===== src/rtl/gpu_pkg.sv =====
// Shared definitions for the line-command queue: rasterizer/queue register
// indices, the 37-bit command layout and the engine state encoding.
package gpu_pkg;

  localparam logic [2:0] RA_X0    = 3'd0;
  localparam logic [2:0] RA_Y0    = 3'd1;
  localparam logic [2:0] RA_X1    = 3'd2;
  localparam logic [2:0] RA_Y1    = 3'd3;
  localparam logic [2:0] RA_COLOR = 3'd4;
  localparam logic [2:0] RA_START = 3'd5;
  localparam logic [2:0] RA_BUSY  = 3'd6;

  localparam logic [3:0] Q_CMD_A   = 4'd0;
  localparam logic [3:0] Q_CMD_B   = 4'd1;
  localparam logic [3:0] Q_STATUS  = 4'd2;
  localparam logic [3:0] Q_OVF     = 4'd3;
  localparam logic [3:0] Q_DONE    = 4'd4;
  localparam logic [3:0] Q_IRQ_CLR = 4'd5;

  localparam int CMD_W = 37;

  typedef struct packed {
    logic       colour;
    logic [8:0] y1;
    logic [8:0] x1;
    logic [8:0] y0;
    logic [8:0] x0;
  } cmd_t;

  typedef enum logic [2:0] {
    ST_IDLE   = 3'd0,
    ST_WR     = 3'd1,
    ST_POLL_S = 3'd2,
    ST_POLL_B = 3'd3,
    ST_FIN    = 3'd4
  } state_t;

  function automatic logic [31:0] raster_wdata(input cmd_t c, input logic [2:0] idx);
    case (idx)
      RA_X0:    raster_wdata = {23'd0, c.x0};
      RA_Y0:    raster_wdata = {23'd0, c.y0};
      RA_X1:    raster_wdata = {23'd0, c.x1};
      RA_Y1:    raster_wdata = {23'd0, c.y1};
      RA_COLOR: raster_wdata = {31'd0, c.colour};
      RA_START: raster_wdata = 32'd1;
      default:  raster_wdata = 32'd0;
    endcase
  endfunction

endpackage


===== src/rtl/gpu_cmdq_fifo.sv =====
// Synchronous FIFO; a push while full is taken only if a pop happens on the
// same edge.
module gpu_cmdq_fifo #(
  parameter int WIDTH = 37,
  parameter int DEPTH = 8
) (
  input  logic                   clk,
  input  logic                   rst,
  input  logic                   push,
  input  logic                   pop,
  input  logic [WIDTH-1:0]       din,
  output logic [WIDTH-1:0]       dout,
  output logic                   full,
  output logic                   empty,
  output logic [$clog2(DEPTH):0] count
);
  localparam int AW = $clog2(DEPTH);

  logic [WIDTH-1:0] mem_r [DEPTH];
  logic [AW-1:0]    wr_ptr_r, rd_ptr_r;
  logic [AW:0]      count_r;
  logic             do_push_s, do_pop_s;

  assign do_pop_s  = pop & ~empty;
  assign do_push_s = push & (~full | do_pop_s);
  assign full      = (count_r == (AW+1)'(DEPTH));
  assign empty     = (count_r == '0);
  assign count     = count_r;
  assign dout      = mem_r[rd_ptr_r];

  // Storage write port.
  always_ff @(posedge clk) begin
    if (do_push_s) mem_r[wr_ptr_r] <= din;
  end

  // Pointers and occupancy.
  always_ff @(posedge clk or posedge rst) begin
    if (rst) begin
      wr_ptr_r <= '0;
      rd_ptr_r <= '0;
      count_r  <= '0;
    end else begin
      if (do_push_s) wr_ptr_r <= wr_ptr_r + 1'b1;
      if (do_pop_s)  rd_ptr_r <= rd_ptr_r + 1'b1;
      case ({do_push_s, do_pop_s})
        2'b10:   count_r <= count_r + 1'b1;
        2'b01:   count_r <= count_r - 1'b1;
        default: count_r <= count_r;
      endcase
    end
  end

endmodule


===== src/rtl/gpu_cmdq_wb.sv =====
// Wishbone line-command queue feeding the rasterizer. Optional queue-drained
// interrupt is built when GPU_CMDQ_IRQ_EN is defined.
module gpu_cmdq_wb
  import gpu_pkg::*;
#(
  parameter int          DEPTH       = 8,
  parameter logic [31:0] RASTER_BASE = 32'h0000_0000
) (
  input  logic        clk,
  input  logic        rst,
  input  logic        wb_cyc_i,
  input  logic        wb_stb_i,
  input  logic        wb_we_i,
  input  logic [3:0]  wb_sel_i,
  input  logic [31:0] wb_adr_i,
  input  logic [31:0] wb_dat_i,
  output logic        wb_ack_o,
  output logic [31:0] wb_dat_o,
  output logic        m_cyc_o,
  output logic        m_stb_o,
  output logic        m_we_o,
  output logic [3:0]  m_sel_o,
  output logic [31:0] m_adr_o,
  output logic [31:0] m_dat_o,
  input  logic [31:0] m_dat_i,
  input  logic        m_ack_i
`ifdef GPU_CMDQ_IRQ_EN
  ,
  output logic        irq_o
`endif
);
  localparam int CW = $clog2(DEPTH) + 1;

  logic          slv_req_s, slv_wr_s, push_s, pop_s, irq_s;
  logic [3:0]    slv_idx_s;
  logic [8:0]    x0_r, y0_r, x1_r, y1_r;
  logic          colour_r, ovf_r;
  logic [15:0]   done_cnt_r;
  logic [31:0]   rd_data_s, status_s;
  cmd_t          push_cmd_s, fifo_dout_s, cmd_r, cmd_nxt_s;
  logic          full_s, empty_s;
  logic [CW-1:0] count_s;
  state_t        state_r, state_nxt_s;
  logic [2:0]    idx_r, idx_nxt_s;
  logic          gap_r, gap_nxt_s;
  logic          cyc_nxt_s, stb_nxt_s, we_nxt_s;
  logic [31:0]   adr_nxt_s, dat_nxt_s;
  logic          unused_ok_s;

  assign unused_ok_s = &{1'b0, wb_sel_i, wb_adr_i[31:4], m_dat_i[31:1]};
  // Blocking the request while ack is high prevents back-to-back acks.
  assign slv_req_s = wb_cyc_i & wb_stb_i & ~wb_ack_o;
  assign slv_wr_s  = slv_req_s & wb_we_i;
  assign slv_idx_s = wb_adr_i[3:0];
  assign push_s    = slv_wr_s & (slv_idx_s == Q_CMD_B);
  assign pop_s     = (state_r == ST_IDLE) & ~empty_s;

  // New entry combines the CMD_A staging register with the incoming CMD_B word.
  always_comb begin
    push_cmd_s        = '0;
    push_cmd_s.x0     = x0_r;
    push_cmd_s.y0     = y0_r;
    push_cmd_s.x1     = wb_dat_i[8:0];
    push_cmd_s.y1     = wb_dat_i[24:16];
    push_cmd_s.colour = wb_dat_i[31];
  end

  gpu_cmdq_fifo #(.WIDTH(CMD_W), .DEPTH(DEPTH)) u_fifo (
    .clk   (clk),
    .rst   (rst),
    .push  (push_s),
    .pop   (pop_s),
    .din   (push_cmd_s),
    .dout  (fifo_dout_s),
    .full  (full_s),
    .empty (empty_s),
    .count (count_s)
  );

  // Staging registers and sticky overflow.
  always_ff @(posedge clk or posedge rst) begin
    if (rst) begin
      x0_r <= 9'd0; y0_r <= 9'd0; x1_r <= 9'd0; y1_r <= 9'd0;
      colour_r <= 1'b0;
      ovf_r    <= 1'b0;
    end else if (slv_wr_s) begin
      case (slv_idx_s)
        Q_CMD_A: begin
          x0_r <= wb_dat_i[8:0];
          y0_r <= wb_dat_i[24:16];
        end
        Q_CMD_B: begin
          x1_r     <= wb_dat_i[8:0];
          y1_r     <= wb_dat_i[24:16];
          colour_r <= wb_dat_i[31];
          if (full_s && !pop_s) ovf_r <= 1'b1;
        end
        Q_OVF:   ovf_r <= 1'b0;
        default: ovf_r <= ovf_r;
      endcase
    end
  end

`ifdef GPU_CMDQ_IRQ_EN
  // Queue-drained interrupt: set on completion with nothing left, cleared by IRQ_CLR.
  always_ff @(posedge clk or posedge rst) begin
    if (rst) irq_o <= 1'b0;
    else if (state_r == ST_FIN && empty_s) irq_o <= 1'b1;
    else if (slv_wr_s && slv_idx_s == Q_IRQ_CLR) irq_o <= 1'b0;
  end
  assign irq_s = irq_o;
`else
  assign irq_s = 1'b0;
`endif

  // Slave read mux.
  always_comb begin
    status_s       = 32'd0;
    status_s[0]    = empty_s;
    status_s[1]    = full_s;
    status_s[2]    = (state_r != ST_IDLE);
    status_s[3]    = irq_s;
    status_s[14:8] = 7'(count_s);
    case (slv_idx_s)
      Q_CMD_A:  rd_data_s = {7'd0, y0_r, 7'd0, x0_r};
      Q_CMD_B:  rd_data_s = {colour_r, 6'd0, y1_r, 7'd0, x1_r};
      Q_STATUS: rd_data_s = status_s;
      Q_OVF:    rd_data_s = {31'd0, ovf_r};
      Q_DONE:   rd_data_s = {16'd0, done_cnt_r};
      default:  rd_data_s = 32'd0;
    endcase
  end

  // Slave ack pulse and registered read data.
  always_ff @(posedge clk or posedge rst) begin
    if (rst) begin
      wb_ack_o <= 1'b0;
      wb_dat_o <= 32'd0;
    end else begin
      wb_ack_o <= slv_req_s;
      wb_dat_o <= (slv_req_s && !wb_we_i) ? rd_data_s : 32'd0;
    end
  end

  // Engine state register.
  always_ff @(posedge clk or posedge rst) begin
    if (rst) begin
      state_r <= ST_IDLE;
      idx_r   <= 3'd0;
      gap_r   <= 1'b0;
      cmd_r   <= '0;
    end else begin
      state_r <= state_nxt_s;
      idx_r   <= idx_nxt_s;
      gap_r   <= gap_nxt_s;
      cmd_r   <= cmd_nxt_s;
    end
  end

  // Engine next state; gap_r marks the one idle-strobe cycle after each ack.
  always_comb begin
    state_nxt_s = state_r;
    idx_nxt_s   = idx_r;
    gap_nxt_s   = gap_r;
    cmd_nxt_s   = cmd_r;
    case (state_r)
      ST_IDLE: begin
        if (!empty_s) begin
          state_nxt_s = ST_WR;
          idx_nxt_s   = RA_X0;
          gap_nxt_s   = 1'b0;
          cmd_nxt_s   = fifo_dout_s;
        end else begin
          state_nxt_s = ST_IDLE;
        end
      end
      ST_WR: begin
        if (gap_r) begin
          gap_nxt_s = 1'b0;
        end else if (m_ack_i) begin
          gap_nxt_s = 1'b1;
          if (idx_r == RA_START) state_nxt_s = ST_POLL_S;
          else idx_nxt_s = idx_r + 3'd1;
        end else begin
          gap_nxt_s = 1'b0;
        end
      end
      ST_POLL_S: begin
        if (gap_r) begin
          gap_nxt_s = 1'b0;
        end else if (m_ack_i) begin
          gap_nxt_s = 1'b1;
          if (!m_dat_i[0]) begin
            state_nxt_s = ST_POLL_B;
            idx_nxt_s   = RA_BUSY;
          end else begin
            state_nxt_s = ST_POLL_S;
          end
        end else begin
          gap_nxt_s = 1'b0;
        end
      end
      ST_POLL_B: begin
        if (gap_r) begin
          gap_nxt_s = 1'b0;
        end else if (m_ack_i) begin
          gap_nxt_s = 1'b1;
          if (!m_dat_i[0]) state_nxt_s = ST_FIN;
          else state_nxt_s = ST_POLL_B;
        end else begin
          gap_nxt_s = 1'b0;
        end
      end
      ST_FIN: begin
        state_nxt_s = ST_IDLE;
        gap_nxt_s   = 1'b0;
      end
      default: state_nxt_s = ST_IDLE;
    endcase
  end

  // Master bus values decoded from the next state so the outputs are registered.
  always_comb begin
    cyc_nxt_s = (state_nxt_s == ST_WR) || (state_nxt_s == ST_POLL_S) ||
                (state_nxt_s == ST_POLL_B);
    stb_nxt_s = cyc_nxt_s & ~gap_nxt_s;
    we_nxt_s  = stb_nxt_s & (state_nxt_s == ST_WR);
    if (stb_nxt_s) adr_nxt_s = RASTER_BASE | {29'd0, idx_nxt_s};
    else adr_nxt_s = 32'd0;
    if (we_nxt_s) dat_nxt_s = raster_wdata(cmd_nxt_s, idx_nxt_s);
    else dat_nxt_s = 32'd0;
  end

  // Master output registers.
  always_ff @(posedge clk or posedge rst) begin
    if (rst) begin
      m_cyc_o <= 1'b0; m_stb_o <= 1'b0; m_we_o <= 1'b0;
      m_sel_o <= 4'd0; m_adr_o <= 32'd0; m_dat_o <= 32'd0;
    end else begin
      m_cyc_o <= cyc_nxt_s;
      m_stb_o <= stb_nxt_s;
      m_we_o  <= we_nxt_s;
      m_sel_o <= {4{stb_nxt_s}};
      m_adr_o <= adr_nxt_s;
      m_dat_o <= dat_nxt_s;
    end
  end

  // Completed-command counter.
  always_ff @(posedge clk or posedge rst) begin
    if (rst) done_cnt_r <= 16'd0;
    else if (state_r == ST_FIN) done_cnt_r <= done_cnt_r + 16'd1;
  end

endmodule

===== config.mk =====
export PLATFORM = sky130hd
export DESIGN_NAME = gpu_cmdq_wb
export DESIGN_NICKNAME = d
export VERILOG_FILES = /design/src/rtl/gpu_pkg.sv /design/src/rtl/gpu_cmdq_fifo.sv /design/src/rtl/gpu_cmdq_wb.sv
export SDC_FILE = /design/constraint.sdc
export NUM_CORES = 1
export LEC_CHECK = 0
export BUFFER_PORTS_ARGS = -buffer_cell sky130_fd_sc_hd__buf_2
export CAP_MARGIN = 20
export CORE_ASPECT_RATIO = 0.8
export CORE_MARGIN = 4
export CORE_UTILIZATION = 60
export DETAILED_ROUTE_END_ITERATION = 10
export PLACE_DENSITY = 0.82
export SLEW_MARGIN = 0
export SYNTH_ARGS = -nofsm -noshare
export SYNTH_HDL_FRONTEND = slang
export SYNTH_SLANG_ARGS = --single-unit

===== constraint.sdc =====
create_clock -name clk -period 13.02 [get_ports clk]
set_input_delay 0.651 -clock clk [delete_from_list [all_inputs] [get_ports clk]]
set_output_delay 0.651 -clock clk [all_outputs]
set_load 0.05 [all_outputs]

==> impl_metrics.json, run 1 <==
{
  "rows": 56,
  "worst_pin_slew_ns": 1.08,
  "synthTopCellsByArea": "edfxtp_1 (50%), dfrtp_1 (21%), mux4_2 (9.2%)",
  "endpoint_kind": "register",
  "required_ns": 13.20,
  "dp_hpwl_um": 22000,
  "postCtsHoldBufs": 0,
  "tns_ns": 0,
  "setup_slack_ns": 9.58,
  "grt_use_total_pct": 23.8,
  "grt_overflow": 0,
  "die_w_um": 201,
  "globalplace.congestion": 0.826,
  "synth_edf_count": 296,
  "p_leak_nw": 7.57,
  "fin_util_pct": 67.5,
  "insertion_delay_ns": 0.56,
  "ys_warn_count": 0,
  "core-area_um2": 29300,
  "worst_ep_arrival_time_ns": 3.62,
  "cts_resized": 0,
  "status": "completed",
  "clk_pin_slew_ns": 0.07,
  "mappedNetlistArea_um2": 17800,
  "finalCriticalPeriod_ns": 3.44,
  "cts_tree": "done",
  "hold_path_class": "input port to async pin",
  "fin_crit_sh_pct": 26.4,
  "finClkSkew_ns": 0.0217,
  "final_nets": 1229,
  "fin_cells": 1527,
  "avgSynthCellArea_um2": 17.4,
  "grt_max_degree": 84,
  "post_cts.repair.setup_buffers": 0,
  "synth_largest_area_cell": "edfxtp_1",
  "synthCells": 1027,
  "synthTopCellsByCount": "edfxtp_1 (296), dfrtp_1 (150), mux4_2 (73)",
  "max-vdd-ir-drop_uv": 97.3,
  "root_buffer": "clkbuf_16",
  "grt_pass1_wl_um": 58500,
  "post-place-ws_ns": 9.27,
  "ys_seq_elements": 446,
  "synth_async_sr_flop_share_pct": 33.6,
  "die_area_um2": 32500,
  "p_per_area_nw_per_um2": 199,
  "drtIter0Drc": 965,
  "grt_pass1_vias": 9634,
  "synth_top_area_share_pct": 49.9,
  "htree_levels": 2,
  "antenna_found_initial": 1,
  "ant_nets": 0,
  "die_h_um": 162,
  "start_util_pct": 60.8,
  "critPathLaunchType": "register",
  "maxCapViolations": 0,
  "seq_area_frac_synth_pct": 70.9,
  "ys_types": 59,
  "area_growth_pct": 10.9,
  "dr.pass1.iters": 6,
  "crit_type": "register to register",
  "viasPerCell": 6.12,
  "clk_path_buf_depth": 3,
  "synth_top_flop_cell": "edfxtp_1",
  "setup_viol": 0,
  "wl_um": 38100,
  "cts_buffers": 42,
  "place_inst": 1447,
  "report.final.hold_viol_count": 0,
  "finalHoldWorstSlack_ns": 0.227,
  "relSlewSlack_pct": 28.0,
  "yosysMostFrequentCell": "edfxtp_1",
  "wire_per_inst_um": 24.9,
  "io_pins": 210,
  "fmax_ghz": 0.291,
  "maxSlewViolCount": 0,
  "critPathMaxFanout": 26,
  "port_buffers": 75,
  "rsz0062_at_grt": "no",
  "clkSinkCount": 446,
  "drc": 0,
  "via_count": 9338,
  "drive_gt1_share_pct": 25.4
}
## metrics by stage
| step | area (um2) | power [W] |
|---|---|---|
| floorplan | 18000 | 0.00255 |
| global placement | 18400 | 0.00273 |
| global route | 19800 | 0.00412 |
| CTS | 19800 | 0.00396 |
| finish | 19800 | 0.00394 |
| detailed placement | 18400 | 0.00276 |
## final cells by class
class | count | area [um2]
flip-flops and latches | 446 | 12700
multi-input cells | 516 | 4690
inverters | 12 | 52.6
repair buffers | 96 | 533
fillers | 1910 | 9520
clock inverters | 24 | 216
well taps | 377 | 472
clock buffers | 54 | 1150
diodes | 2 | 5.00
## logic make-up (layout without fill, tap and decap cells)
kind of cell	count (synthesis)	count (layout)	synth area share, %
other	1	60	0.0210
AND/OR/NAND/NOR	158	158	4.47
multiplexers	170	170	14.9
AO/OA/AOI/OAI	98	98	3.48
flip-flops	446	446	70.9
XOR/XNOR	23	23	1.13
buffers and inverters	122	186	4.35
adder cells (fa/ha/maj)	9	9	0.674
## final timing paths
check | startpoint | to | depth (start not counted) | slack (ns)
max in group asynchronous | rst | u_fifo.rd_ptr_r[0] | 3 | 11.26
min in group clk | wb_we_i | ovf_r | 2 | 0.33
max | state_r[0] | u_fifo.mem_r[2][21] | 6 | 9.58
max reg2reg | state_r[0] | u_fifo.mem_r[2][21] | 6 | 9.58
min reg2reg | done_cnt_r[15] | done_cnt_r[15] | 1 | 0.47
min | rst | gap_r | 2 | 0.23
## report_power, final
group,internal [W],switching [W],total [W]
combinational,0.000406,0.000565,0.000970
sequential,0.00164,0.000136,0.00177
clock,0.000686,0.000514,0.00120
total,0.00273,0.00121,0.00394
## worst max-delay path, stage by stage (launching register included)
cell,delay (ns)
dfrtp_1,0.56
or3_1,0.54
and3_1,0.25
nor2b_1,0.37
nand2b_1,0.33
nor2_4,0.47
buf_4,0.53
## registers in the layout (all words and copies together), names as in the netlist, 3 cells and up
signal,flops
y0_r,9
u_fifo.count,4
y1_r,9
m_adr_o,3
x1_r,9
idx_r,3
state_r,3
u_fifo.mem_r,296
x0_r,9
u_fifo.rd_ptr_r,3
wb_dat_o,26
done_cnt_r,16
m_dat_o,9
cmd_r,37
u_fifo.wr_ptr_r,3
## cell usage in the layout, fill, tap and decap left out, drive strengths merged, types with 9 or more instances in the layout
cell type  count
inv           12
o22ai         11
xnor2         16
clkbuf        54
o21ai         42
mux2          39
a22oi         13
dfrtp        150
a21oi         10
mux4          73
buf           96
conb          58
nor2          38
clkinv        19
nand2         62
edfxtp       296
mux2i         58
a222oi         9
## metal layers
layer  up-vias  GRT usage, %  part of all wire (%)
met5         -             0                     0
met4         0          6.63                   2.2
met3        68          5.49                   9.3
met2       455          38.1                    49
met1      4824          33.9                    40
li1       3991             -                     -
Note: power is estimated with default switching activity, not from simulation.
==> run 2, diff against run 1 <==
Settings changed: CORE_UTILIZATION 60 to 58, PLACE_DENSITY 0.82 to 0.79.
Clock period 13.02 ns to 3.33 ns, I/O delays scaled along.
==> impl_metrics.json, run 2 (same netlist as run 1, synthesis figures left out) <==
{
  "critPathMaxFanout": 44,
  "worst_path_most_repeated_cell": "buf_4",
  "cpPeakStageDelay_ns": 0.57,
  "busiest_layer": "met2",
  "drtIter0Drc": 981,
  "post_cts.repair.setup_buffers": 0,
  "drc": 0,
  "rsz0062_at_grt": "no",
  "setup_viol": 0,
  "die_h_um": 165,
  "largest-register": "u_fifo.mem_r",
  "globalplace.congestion": 0.780,
  "dp_hpwl_um": 23400,
  "antenna_found_initial": 0,
  "grt_pass1_vias": 9750,
  "wl_um": 38500,
  "clkSinkCount": 446,
  "status": "completed",
  "dr.pass1.iters": 5,
  "root_buffer": "clkbuf_16",
  "required_ns": 3.76,
  "max-vdd-ir-drop_uv": 539,
  "maxCapViolations": 0,
  "worst_path_max_delay_cell": "o21ai_0",
  "final_common_cell": "edfxtp_1",
  "fin_util_pct": 67.0,
  "total_power_w": 0.0156,
  "cts_tree": "done",
  "grt_overflow": 0,
  "use_met3_pct": 4.44,
  "endpoint_kind": "register",
  "cts_buffers": 42,
  "area_growth_pct": 14.0,
  "insertion_delay_ns": 0.55,
  "cp_cell_sequence": "or3_1 -> nand2b_2 -> buf_4 -> buf_4 -> o21ai_0 -> mux2i_1 -> o22ai_1",
  "cp.depth": 7,
  "grt_max_degree": 56,
  "die_area_um2": 33600,
  "largest_reg_flops": 296,
  "use_met2_pct": 37.7,
  "rows": 57,
  "wire_per_inst_um": 24.0,
  "reg2reg_depth": 7,
  "hold_path_class": "input port to register",
  "io_pins": 210,
  "grt_pass1_wl_um": 58900,
  "grt_use_total_pct": 23.4,
  "die_w_um": 204,
  "fmax_ghz": 0.330,
  "finalHoldWorstSlack_ns": 0.0401,
  "core-area_um2": 30300,
  "htree_levels": 2,
  "finalCriticalPeriod_ns": 3.03,
  "finClkSkew_ns": 0.0198,
  "crit_type": "register to register",
  "clk_pin_slew_ns": 0.06,
  "worst_ep_arrival_time_ns": 3.45,
  "drive_gt1_share_pct": 25.9,
  "path_delay_family": "compound AO/OA/AOI/OAI gates",
  "port_buffers": 75,
  "relSlewSlack_pct": 33.1,
  "p_per_area_nw_per_um2": 766,
  "start_util_pct": 58.8,
  "antenna_cells": 0,
  "ant_nets": 0,
  "final_cell_mix": "edfxtp_1 (296), dfrtp_1 (147), buf_2 (75)",
  "final_nets": 1271,
  "critPathLaunchType": "register",
  "p_leak_nw": 7.77,
  "worst_pin_slew_ns": 1.00,
  "viasPerCell": 5.90,
  "maxSlewViolCount": 0,
  "crit_buf_inv": 2,
  "via_count": 9462,
  "reg_top3": "u_fifo.mem_r x296, cmd_r x37, wb_dat_o x26",
  "fin_crit_sh_pct": 90.9,
  "rrSetupSlack_ns": 0.30,
  "hold-path-cell-count": 4,
  "clk_path_buf_depth": 3,
  "grtUsageMet1_pct": 34.3,
  "report.final.hold_viol_count": 0
}
==> run 2: changes by cell type in the layout (fill, tap and decap cells not counted), moves of 3 or more <==
cell	previous run	this run
buf_12	0	12
clkbuf_1	8	16
dlygate4sd3_1	0	22
clkinv_1	8	4
buf_4	21	29
clkinv_2	8	5
==> run 2: final timing paths <==
check	startpoint	to
worst max-delay path	state_r[2]	m_dat_o[2]
worst min-delay path	m_ack_i	state_r[0]
worst max register to register	state_r[2]	m_dat_o[2]
worst min register to register	done_cnt_r[15]	done_cnt_r[15]
max in group asynchronous	rst	u_fifo.rd_ptr_r[1]
min in group asynchronous	rst	gap_r
==> run 2: layer usage <==
metal  share of wire (%)  vias to the layer above  routed length, um
met5                   0                        -                  0
met4                 1.8                        0                687
met3                 7.8                       66               3000
met2                  49                      423              18700
met1                  42                     4905              16100
li1                    -                     4068                  -
==> run 2: metrics by stage <==
stage	TNS [ns]	setup WS (ns)	instance area (um2)	cells
floorplan	-50.30	-0.208	18000	1084
global placement	0	0.494	18700	1502
detailed placement	0	0.478	18800	1503
CTS	0	0.330	20300	1603
global route	0	0.256	20300	1603
finish	0	0.304	20300	1603
==> run 2: tightest hold or removal path, cell delays in order <==
cell	delay, ns
buf_2	0.09
nand2b_1	0.13
nand2_1	0.10
a21oi_1	0.06
==> run 2: what timing repair did <==
| action | CTS | global route |
|---|---|---|
| gates resized for setup | 0 | 0 |
| endpoints found under the setup margin | 0 | 0 |
| hold buffers | 22 | 0 |
| endpoints found under the hold margin | 187 | 0 |
==> run 2: power breakdown <==
part | leakage, nW | switching, W | internal [W]
registers | 4.65 | 0.000434 | 0.00640
clock network | 0.650 | 0.00195 | 0.00267
logic | 2.47 | 0.00238 | 0.00173
==> run 2: area by class of cell <==
cell class | instances | area (um2)
Clock buffer | 66 | 1250
Clock inverter | 12 | 85.1
Fill cell | 1934 | 9990
Inverter | 12 | 51.3
Multi-Input combinational cell | 516 | 4710
Sequential cell | 446 | 12700
Tap cell | 413 | 517
Timing Repair Buffer | 138 | 1050
==> run 3, diff against run 2 <==
Settings changed: ABC_AREA set to 1.
==> impl_metrics.json, run 3 <==
{
  "status": "completed",
  "p_sw_w": 0.00644,
  "ys_types": 47,
  "place_area_um2": 19200,
  "maxCapViolations": 0,
  "grt_max_degree": 153,
  "dr.pass1.iters": 5,
  "finClkSkew_ns": 0.0172,
  "drc": 0,
  "crit_type": "register to register",
  "wl_um": 42600,
  "viasPerCell": 5.74,
  "crit_start": "state_r[1]",
  "synthCells": 1609,
  "hold_path_class": "input port to register",
  "grt_overflow": 0,
  "rows": 58,
  "final_cell_mix": "edfxtp_1 (296), nand2_1 (254), nor2_1 (241)",
  "setup_viol": 0,
  "via_count": 12300,
  "synth_top_area_share_pct": 48.2,
  "die_h_um": 168,
  "avgSynthCellArea_um2": 11.5,
  "start_util_pct": 58.7,
  "combPwrFrac_pct": 33.7,
  "synthTopCellsByCount": "edfxtp_1 (296), nand2_1 (254), nor2_1 (241)",
  "synth_async_sr_flop_share_pct": 33.6,
  "drtIter0Drc": 1377,
  "seq_area_frac_synth_pct": 68.5,
  "port_buffers": 75,
  "largest_reg_flops": 296,
  "critPathMaxFanout": 5,
  "core-area_um2": 31400,
  "crit_buf_inv": 2,
  "clkSinkCount": 446,
  "finalCriticalPeriod_ns": 2.72,
  "post_cts.repair.setup_buffers": 0,
  "antenna_cells": 0,
  "synthTopCellsByArea": "edfxtp_1 (48%), dfrtp_1 (20%), nand2_1 (5.2%)",
  "ys_warn_count": 0,
  "dp_hpwl_um": 24500,
  "fin_crit_sh_pct": 81.8,
  "grt_pass1_wl_um": 66800,
  "ys_seq_elements": 446,
  "tns_ns": 0,
  "place_inst": 2045,
  "fmax_ghz": 0.367,
  "final_common_cell": "edfxtp_1",
  "yosysMostFrequentCell": "edfxtp_1",
  "htree_levels": 2,
  "path_delay_family": "simple AND/OR/NAND/NOR gates",
  "critPathLaunchType": "register",
  "cts_buffers": 42,
  "drive_gt1_share_pct": 12.6,
  "p_per_area_nw_per_um2": 818,
  "synth_largest_area_cell": "edfxtp_1",
  "worst_path_max_delay_cell": "dfrtp_1",
  "fin_area_um2": 20800,
  "cts_tree": "done",
  "p_leak_nw": 8.25,
  "pwr-share-clk_pct": 26.7,
  "clk_path_buf_depth": 3,
  "synth_top_flop_cell": "edfxtp_1",
  "relSlewSlack_pct": 33.0,
  "globalplace.congestion": 0.836,
  "fin_cells": 2148,
  "largest-register": "u_fifo.mem_r",
  "worst_path_most_repeated_cell": "nor2_1",
  "cp_cell_sequence": "inv_2 -> nand2_1 -> nor2_1 -> nor4_1 -> nor2_2 -> inv_2 -> ha_1 -> ha_1 -> nand2_1 -> nor2_1 -> a211oi_1 -> nor2_1 -> nor2_1 -> nand2_1 -> xor2_1",
  "die_w_um": 207,
  "grt_use_total_pct": 24.2,
  "insertion_delay_ns": 0.56,
  "grt_pass1_vias": 12100,
  "fin_util_pct": 66.0,
  "clk_pin_slew_ns": 0.06,
  "endpoint_kind": "register",
  "antenna_found_initial": 0,
  "max-vdd-ir-drop_uv": 601,
  "root_buffer": "clkbuf_16",
  "worst_pin_slew_ns": 0.997,
  "required_ns": 3.76,
  "synth_edf_count": 296,
  "reg_top3": "u_fifo.mem_r x296, cmd_r x37, wb_dat_o x26",
  "area_growth_pct": 12.5,
  "final_nets": 1809,
  "maxSlewViolCount": 0,
  "total_power_w": 0.0170,
  "min_from": "m_ack_i",
  "io_pins": 210,
  "rsz0062_at_grt": "no",
  "seqPwrFrac_pct": 39.6,
  "cpPeakStageDelay_ns": 0.51,
  "wire_per_inst_um": 19.8,
  "worst_ep_arrival_time_ns": 3.16,
  "p_int_w": 0.0105,
  "die_area_um2": 34700,
  "switching_share_pct": 37.9,
  "reg2reg_from": "state_r[1]",
  "report.final.hold_viol_count": 0,
  "ant_nets": 0,
  "mappedNetlistArea_um2": 18500
}
## run 3: path summary, 6_finish.rpt
path	end	slack [ns]	depth (start not counted)
worst min-delay path	state_r[1]	0.03	3
max in group asynchronous	y0_r[5]	2.31	4
worst min register to register	cmd_r[23]	0.48	2
worst max-delay path	u_fifo.count[3]	0.61	15
worst max register to register	u_fifo.count[3]	0.61	15
min in group asynchronous	x0_r[4]	0.26	3
## run 3: worst reg2reg max path, stage by stage, from the launching register on
cell      delay [ns]
dfrtp_1         0.51
inv_2           0.08
nand2_1         0.08
nor2_1          0.09
nor4_1          0.46
nor2_2          0.13
inv_2           0.09
ha_1            0.19
ha_1            0.28
nand2_1         0.08
nor2_1          0.04
a211oi_1        0.23
nor2_1          0.07
nor2_1          0.09
nand2_1         0.07
xor2_1          0.13
## run 3: per-layer routing
layer  part of all wire [%]  vias up  track usage (%)
met5                      0        -                0
met3                    8.8       77             4.48
met1                     41     6049             34.9
met2                     48      593             38.6
met4                    2.2        0             6.81
li1                       -     5607                -
## run 3: metrics by stage
stage               hold WS [ns]  worst slack, ns
finish                    0.0306            0.607
global route              0.0516            0.242
CTS                     0.000529            0.643
detailed placement         0.306            0.657
global placement           0.302            0.688
floorplan                  0.265           -0.285
## run 3: timing repair
item / 4_1_cts / 5_1_grt
hold buffers: 24 / 0
setup endpoints to repair: 0 / 0
gates resized for setup: 0 / 0
endpoints found under the hold margin: 187 / 0
## run 3: logic make-up (layout without fill, tap and decap cells)
logic type      after synthesis  after routing  share of synthesized area, %
mux                           1              1                        0.0610
xor+xnor                     19             19                         0.902
flops                       446            446                          68.5
compound gates              296            296                          9.40
other cells                   1             58                        0.0203
simple gates                615            615                          14.3
buf+inv                     222            284                          6.12
fa+ha+maj                     9              9                         0.651
## run 3: power by group through the flow
stage / combinational (W) / clock [W] / sequential (W)
CTS: 0.00565 / 0.00458 / 0.00671
detailed placement: 0.00557 / 0 / 0.00682
floorplan: 0.00395 / 0 / 0.00696
global placement: 0.00537 / 0 / 0.00679
global route: 0.00630 / 0.00481 / 0.00677
finish: 0.00573 / 0.00453 / 0.00672
## run 3: area by class of cell
cell class                      count  area (um2)
Fill cell                        2197       10700
Multi-Input combinational cell    998        4980
Timing Repair Buffer              124         991
Clock buffer                       61        1170
Inverter                           82         314
Tap cell                          420         526
Sequential cell                   446       12600
Clock inverter                     17         118
